`config.mk`:
```
export PLATFORM = sky130hd
export DESIGN_NAME = wc_pin_host
export DESIGN_NICKNAME = d
export VERILOG_FILES = /design/src/rtl/wc_host_pkg.sv /design/src/rtl/wc_host_wordbuf.sv /design/src/rtl/wc_pin_host.sv
export SDC_FILE = /design/constraint.sdc
export NUM_CORES = 1
export LEC_CHECK = 0
export ABC_CLOCK_PERIOD_IN_PS = 3460
export CAP_MARGIN = 20
export CORE_UTILIZATION = 45
export CTS_CLUSTER_DIAMETER = 120
export DETAILED_ROUTE_END_ITERATION = 8
export SLEW_MARGIN = 20
export SYNTH_ARGS = -nofsm -noshare
export SYNTH_HDL_FRONTEND = slang
export SYNTH_SLANG_ARGS = --single-unit
```
`constraint.sdc`:
```
create_clock -name clk -period 3.46 [get_ports clk]
set_input_delay 0.519 -clock clk [delete_from_list [all_inputs] [get_ports clk]]
set_output_delay 0.519 -clock clk [all_outputs]
set_load 0.05 [all_outputs]
```
`src/rtl/wc_host_pkg.sv`:
```
// Shared types and default frame geometry for the WC_6_3 host-side pin driver.
package wc_host_pkg;

  localparam int DEF_W     = 10;
  localparam int DEF_N_IN  = 11;
  localparam int DEF_N_OUT = 6;
  localparam logic [DEF_W-1:0] DEF_SYNC = 10'h3FF;

  typedef logic [DEF_W-1:0] word_t;

  typedef enum logic [2:0] {
    LOAD  = 3'd0,
    SEND  = 3'd1,
    WAIT  = 3'd2,
    RECV  = 3'd3,
    DRAIN = 3'd4
  } state_t;

endpackage

```
`src/rtl/wc_host_wordbuf.sv`:
```
// DEPTH x W register file with one write port and a combinational read mux.
module wc_host_wordbuf
  import wc_host_pkg::*;
#(
  parameter int W     = DEF_W,
  parameter int DEPTH = DEF_N_IN,
  parameter int AW    = $clog2(DEPTH)
) (
  input  logic          clk,
  input  logic          rst,
  input  logic          we,
  input  logic [AW-1:0] waddr,
  input  logic [W-1:0]  wdata,
  input  logic [AW-1:0] raddr,
  output logic [W-1:0]  rdata
);

  logic [W-1:0] mem_q [DEPTH];
  logic [W-1:0] mem_d [DEPTH];

  // Next contents: one word replaced on an in-range write.
  always_comb begin
    mem_d = mem_q;
    if (we && (32'(waddr) < DEPTH)) begin
      mem_d[waddr] = wdata;
    end else begin
      mem_d = mem_q;
    end
  end

  // Storage; reset clears every entry so stale frames never leak.
  always_ff @(posedge clk or negedge rst) begin
    if (!rst) begin
      for (int i = 0; i < DEPTH; i++) begin
        mem_q[i] <= '0;
      end
    end else begin
      mem_q <= mem_d;
    end
  end

  // Read mux.
  always_comb begin
    if (32'(raddr) < DEPTH) begin
      rdata = mem_q[raddr];
    end else begin
      rdata = '0;
    end
  end

endmodule

```
`src/rtl/wc_pin_host.sv`:
```
// Host-side frame driver for the WC_6_3 chip: load, burst onto D, wait, capture Z, drain.
// Optional statistics (frame_cnt, sync_err) are built when WC_HOST_STATS_EN is defined.
module wc_pin_host
  import wc_host_pkg::*;
#(
  parameter int W        = DEF_W,
  parameter int N_IN     = DEF_N_IN,
  parameter int N_OUT    = DEF_N_OUT,
  parameter int CORE_LAT = 4,
  parameter logic [W-1:0] SYNC = DEF_SYNC
) (
  input  logic         clk,
  input  logic         rst,
  input  logic         in_valid,
  output logic         in_ready,
  input  logic [W-1:0] in_data,
  output logic [W-1:0] d_pin,
  input  logic [W-1:0] z_pin,
  output logic         out_valid,
  input  logic         out_ready,
  output logic [W-1:0] out_data,
  output logic         out_last,
  output logic         busy
`ifdef WC_HOST_STATS_EN
  ,
  output logic [15:0]  frame_cnt,
  output logic         sync_err
`endif
);

  localparam int IW = $clog2(N_IN);
  localparam int SW = $clog2(N_IN + 1);
  localparam int OW = $clog2(N_OUT);
  localparam int TW = $clog2((CORE_LAT > 1) ? CORE_LAT : 2);

  state_t         state_q, state_d;
  logic [IW-1:0]  wcnt_q, wcnt_d;
  logic [SW-1:0]  scnt_q, scnt_d;
  logic [TW-1:0]  wt_q, wt_d;
  logic [OW-1:0]  rcnt_q, rcnt_d;
  logic [OW-1:0]  rdptr_q, rdptr_d;
  logic [W-1:0]   d_pin_q, d_pin_d;

  logic           ibuf_we_s;
  logic           obuf_we_s;
  logic [IW-1:0]  ibuf_raddr_s;
  logic [W-1:0]   ibuf_rdata_s;
  logic [W-1:0]   obuf_rdata_s;

  assign ibuf_we_s    = (state_q == LOAD) && in_valid;
  assign obuf_we_s    = (state_q == RECV);
  // Slot 0 of the burst is SYNC, so the data read address trails the send count by one.
  assign ibuf_raddr_s = IW'(scnt_q - SW'(1));

  wc_host_wordbuf #(.W(W), .DEPTH(N_IN), .AW(IW)) u_ibuf (
    .clk   (clk),
    .rst   (rst),
    .we    (ibuf_we_s),
    .waddr (wcnt_q),
    .wdata (in_data),
    .raddr (ibuf_raddr_s),
    .rdata (ibuf_rdata_s)
  );

  wc_host_wordbuf #(.W(W), .DEPTH(N_OUT), .AW(OW)) u_obuf (
    .clk   (clk),
    .rst   (rst),
    .we    (obuf_we_s),
    .waddr (rcnt_q),
    .wdata (z_pin),
    .raddr (rdptr_q),
    .rdata (obuf_rdata_s)
  );

  // Next-state, counters and next D pin value.
  always_comb begin
    state_d = state_q;
    wcnt_d  = wcnt_q;
    scnt_d  = scnt_q;
    wt_d    = wt_q;
    rcnt_d  = rcnt_q;
    rdptr_d = rdptr_q;
    d_pin_d = '0;
    case (state_q)
      LOAD: begin
        if (in_valid) begin
          if (wcnt_q == IW'(N_IN - 1)) begin
            wcnt_d  = '0;
            scnt_d  = '0;
            state_d = SEND;
          end else begin
            wcnt_d = wcnt_q + IW'(1);
          end
        end else begin
          wcnt_d = wcnt_q;
        end
      end
      SEND: begin
        d_pin_d = (scnt_q == SW'(0)) ? SYNC : ibuf_rdata_s;
        if (scnt_q == SW'(N_IN)) begin
          scnt_d  = '0;
          wt_d    = '0;
          state_d = (CORE_LAT == 1) ? RECV : WAIT;
        end else begin
          scnt_d = scnt_q + SW'(1);
        end
      end
      WAIT: begin
        if (wt_q == TW'(CORE_LAT - 2)) begin
          wt_d    = '0;
          state_d = RECV;
        end else begin
          wt_d = wt_q + TW'(1);
        end
      end
      RECV: begin
        if (rcnt_q == OW'(N_OUT - 1)) begin
          rcnt_d  = '0;
          state_d = DRAIN;
        end else begin
          rcnt_d = rcnt_q + OW'(1);
        end
      end
      DRAIN: begin
        if (out_ready) begin
          if (rdptr_q == OW'(N_OUT - 1)) begin
            rdptr_d = '0;
            state_d = LOAD;
          end else begin
            rdptr_d = rdptr_q + OW'(1);
          end
        end else begin
          rdptr_d = rdptr_q;
        end
      end
      default: begin
        state_d = LOAD;
        wcnt_d  = '0;
        scnt_d  = '0;
        wt_d    = '0;
        rcnt_d  = '0;
        rdptr_d = '0;
      end
    endcase
  end

  // State, counters and the registered D pad drive.
  always_ff @(posedge clk or negedge rst) begin
    if (!rst) begin
      state_q <= LOAD;
      wcnt_q  <= '0;
      scnt_q  <= '0;
      wt_q    <= '0;
      rcnt_q  <= '0;
      rdptr_q <= '0;
      d_pin_q <= '0;
    end else begin
      state_q <= state_d;
      wcnt_q  <= wcnt_d;
      scnt_q  <= scnt_d;
      wt_q    <= wt_d;
      rcnt_q  <= rcnt_d;
      rdptr_q <= rdptr_d;
      d_pin_q <= d_pin_d;
    end
  end

  assign d_pin     = d_pin_q;
  assign in_ready  = (state_q == LOAD);
  assign busy      = (state_q != LOAD);
  assign out_valid = (state_q == DRAIN);
  assign out_last  = (state_q == DRAIN) && (rdptr_q == OW'(N_OUT - 1));
  assign out_data  = (state_q == DRAIN) ? obuf_rdata_s : '0;

`ifdef WC_HOST_STATS_EN
  logic [15:0] frame_cnt_q, frame_cnt_d;
  logic        sync_err_q, sync_err_d;
  logic        frame_done_s;

  assign frame_done_s = (state_q == DRAIN) && out_ready && (rdptr_q == OW'(N_OUT - 1));

  // Frame counter wraps naturally; sync_err is sticky until reset.
  always_comb begin
    if (frame_done_s) begin
      frame_cnt_d = frame_cnt_q + 16'd1;
    end else begin
      frame_cnt_d = frame_cnt_q;
    end
    if ((state_q == RECV) && (z_pin == SYNC)) begin
      sync_err_d = 1'b1;
    end else begin
      sync_err_d = sync_err_q;
    end
  end

  // Statistics registers.
  always_ff @(posedge clk or negedge rst) begin
    if (!rst) begin
      frame_cnt_q <= 16'd0;
      sync_err_q  <= 1'b0;
    end else begin
      frame_cnt_q <= frame_cnt_d;
      sync_err_q  <= sync_err_d;
    end
  end

  assign frame_cnt = frame_cnt_q;
  assign sync_err  = sync_err_q;
`endif

endmodule

```
==> results_dict.tcl <==
set metrics [dict create \
    cts.clk_slew.worst_paths_ns 0.07 \
    hold_ws_ns 0.121 \
    drive_gt1_share_pct 38.6 \
    period_needed_ns 3.31 \
    crit_path_end_kind "output port" \
    cts_resized 0 \
    synth_cell_types 54 \
    grt_max_degree 93 \
    final_max_slew_viol_count 0 \
    hpwl_um 13200 \
    post_cts_buffers 0 \
    antenna-diode-count 0 \
    synthTopCellsByArea "dfrtp_1, mux2_2, mux4_2" \
    via_count 5585 \
    cts.sinks 199 \
    hold_violations 0 \
    dr.pass1.iters 4 \
    fin_cells 993 \
    path_cells "or3b_1, nor2b_1, clkdlybuf4s50_1" \
    setup_ws_ns 0.147 \
    slowest_stage "clkdlybuf4s50_1" \
    cp_max_fo 17 \
    p_per_area_nw_per_um2 827 \
    rsz0062_at_grt "no" \
    fin_skew_ns 0.0108 \
    cts.path.max_buffers 2 \
    synthArstFlopShare_pct 100 \
    grt_use_total_pct 19.8 \
    die-area_um2 21300 \
    die_h_um 146 \
    dp_cells 961 \
    avgSynthCellArea_um2 13.8 \
    drt_iter0_drc 262 \
    cts_buffers 17 \
    htree_levels 4 \
    cts_tree "built" \
    status "finished, final reports clean" \
    layout_commonest_cell "dfrtp_1" \
    grt_pass1_wl_um 32600 \
    dpl_cell_area_um2 10100 \
    io-pin-count 48 \
    insertion_delay_ns 0.43 \
    setup_viol 0 \
    ir_drop_mv 0.369 \
    max_cap_violations 0 \
    synth_edf_count 0 \
    grt_pass1_vias 6098 \
    worst_hold_path_type "input port to asynchronous set/reset pin" \
    max_freq_mhz 302 \
    route.detailed.drc 0 \
    start_util_pct 46.0 \
    final_area_um2 10600 \
    drt-total-wl_um 19600 \
    total_leakage_power_uw 0.00465 \
    nets 737 \
    finalCritPeriodShare_pct 95.8 \
    antenna_found_initial 0 \
    netlist_instances 674 \
    synth-seq-area-share_pct 53.4 \
    synth_area_leader_cell "dfrtp_1" \
    routabilityCongestion 0.789 \
    cts_root_buf "clkbuf_16" \
    cp.required_ns 2.94 \
    grt_overflow 0 \
    port_buffers 47 \
    rows 52 \
    cts_hold_buf 0 \
    slowest_delay_ns 0.83 \
    fp.dieW_um 146 \
    critPathKind "flop to output port" \
    wl_per_cell_um 19.7 \
    worst_pin_slew_ns 0.819 \
    syn_nets 701 \
    syn_to_final_growth_pct 14.1 \
    rrSetupSlack_ns 0.82 \
    place_ws_ns 0.614 \
    final_cell_mix "dfrtp_1, mux2_2, clkdlybuf4s50_1, nand2_1, mux4_2" \
    startpoint_type "flop" \
    core_um2 20300 \
    slew_headroom_pct 45.2 \
    fin_tns_setup_ns 0 \
    routed_via_density 5.62 \
    ys_ff_latch 199 \
    yosysWarnings 0 \
    synth_flop_cell "dfrtp_1" \
    synth_area_um2 9330 \
    synth_top_area_share_pct 53.4 \
    crit_arrival_ns 2.79 \
    final_antenna_net_count 0 \
]
-- Yosys cell counts, types with 10 or more instances --
master / instances
a21oi_1: 16
a22oi_1: 10
clkbuf_1: 23
dfrtp_1: 199
mux2_2: 182
mux2i_1: 10
mux4_2: 30
nand2_1: 36
nor2_1: 21
nor3_1: 10
o21ai_0: 19
o2bb2ai_1: 10
-- per-stage QoR --
| stage | power [uW] | utilization, % |
|---|---|---|
| 5_1_grt | 9340 | 52.4 |
| 6_report | 8800 | 52.4 |
| 4_1_cts | 8890 | 52.4 |
| 2_1_floorplan | 6020 | - |
| 3_5_place_dp | 6940 | 49.5 |
| 3_3_place_gp | 6790 | 49.5 |
-- metal layers --
| metal | part of all wire, % | GRT usage, % | vias up |
|---|---|---|---|
| met2 | 51 | 34.0 | 85 |
| met4 | 1.5 | 6.09 | 0 |
| met5 | 0 | 0 | - |
| li1 | - | - | 2561 |
| met3 | 2.6 | 4.33 | 23 |
| met1 | 45 | 25.0 | 2916 |
-- power by group --
| group | internal, uW | leakage (uW) | switching, uW |
|---|---|---|---|
| logic | 1590 | 0.00179 | 1670 |
| clock network | 966 | 0.000281 | 961 |
| registers | 3130 | 0.00258 | 483 |
| total | 5690 | 0.00465 | 3110 |
-- critical path: cells and delay by family, from the launching register on --
family / cells / cell delay [ns]
buffers and inverters: 1 / 0.83
flip-flops: 1 / 0.53
AND/OR/NAND/NOR: 2 / 0.99
-- layout make-up --
type	count	area [um2]
Fill cell	1729	9660
Sequential cell	199	4980
Multi-Input combinational cell	424	4110
Timing Repair Buffer	59	589
Clock buffer	17	425
Tap cell	270	338
Clock inverter	15	159
Inverter	9	33.8
-- flip-flops by register name (all words and copies together), names as in the netlist --
name / cells
u_obuf.mem_q: 60
scnt_q: 4
u_ibuf.mem_q: 110
wcnt_q: 4
state_q: 3
d_pin: 10
wt_q: 2
rcnt_q: 3
rdptr_q: 3
-- cell families after synthesis --
group	after synthesis	share of synthesized area, %
buf+inv	51	2.51
xor+xnor	2	0.188
mux	222	30.3
fa+ha+maj	3	0.402
flops	199	53.4
simple gates	114	6.94
compound gates	83	6.29
-- worst paths after layout --
| path | from | end | cells after the start |
|---|---|---|---|
| worst max-delay path | state_q[0] | out_last | 3 |
| worst min-delay path | rst | u_obuf.mem_q[19] | 1 |
| worst max register to register | scnt_q[1] | d_pin[7] | 6 |
| worst min register to register | u_ibuf.mem_q[103] | u_ibuf.mem_q[103] | 1 |
| max in group asynchronous | rst | u_ibuf.mem_q[83] | 2 |
| min in group clk | u_ibuf.mem_q[103] | u_ibuf.mem_q[103] | 1 |
Power figures use the tool's default switching activity.
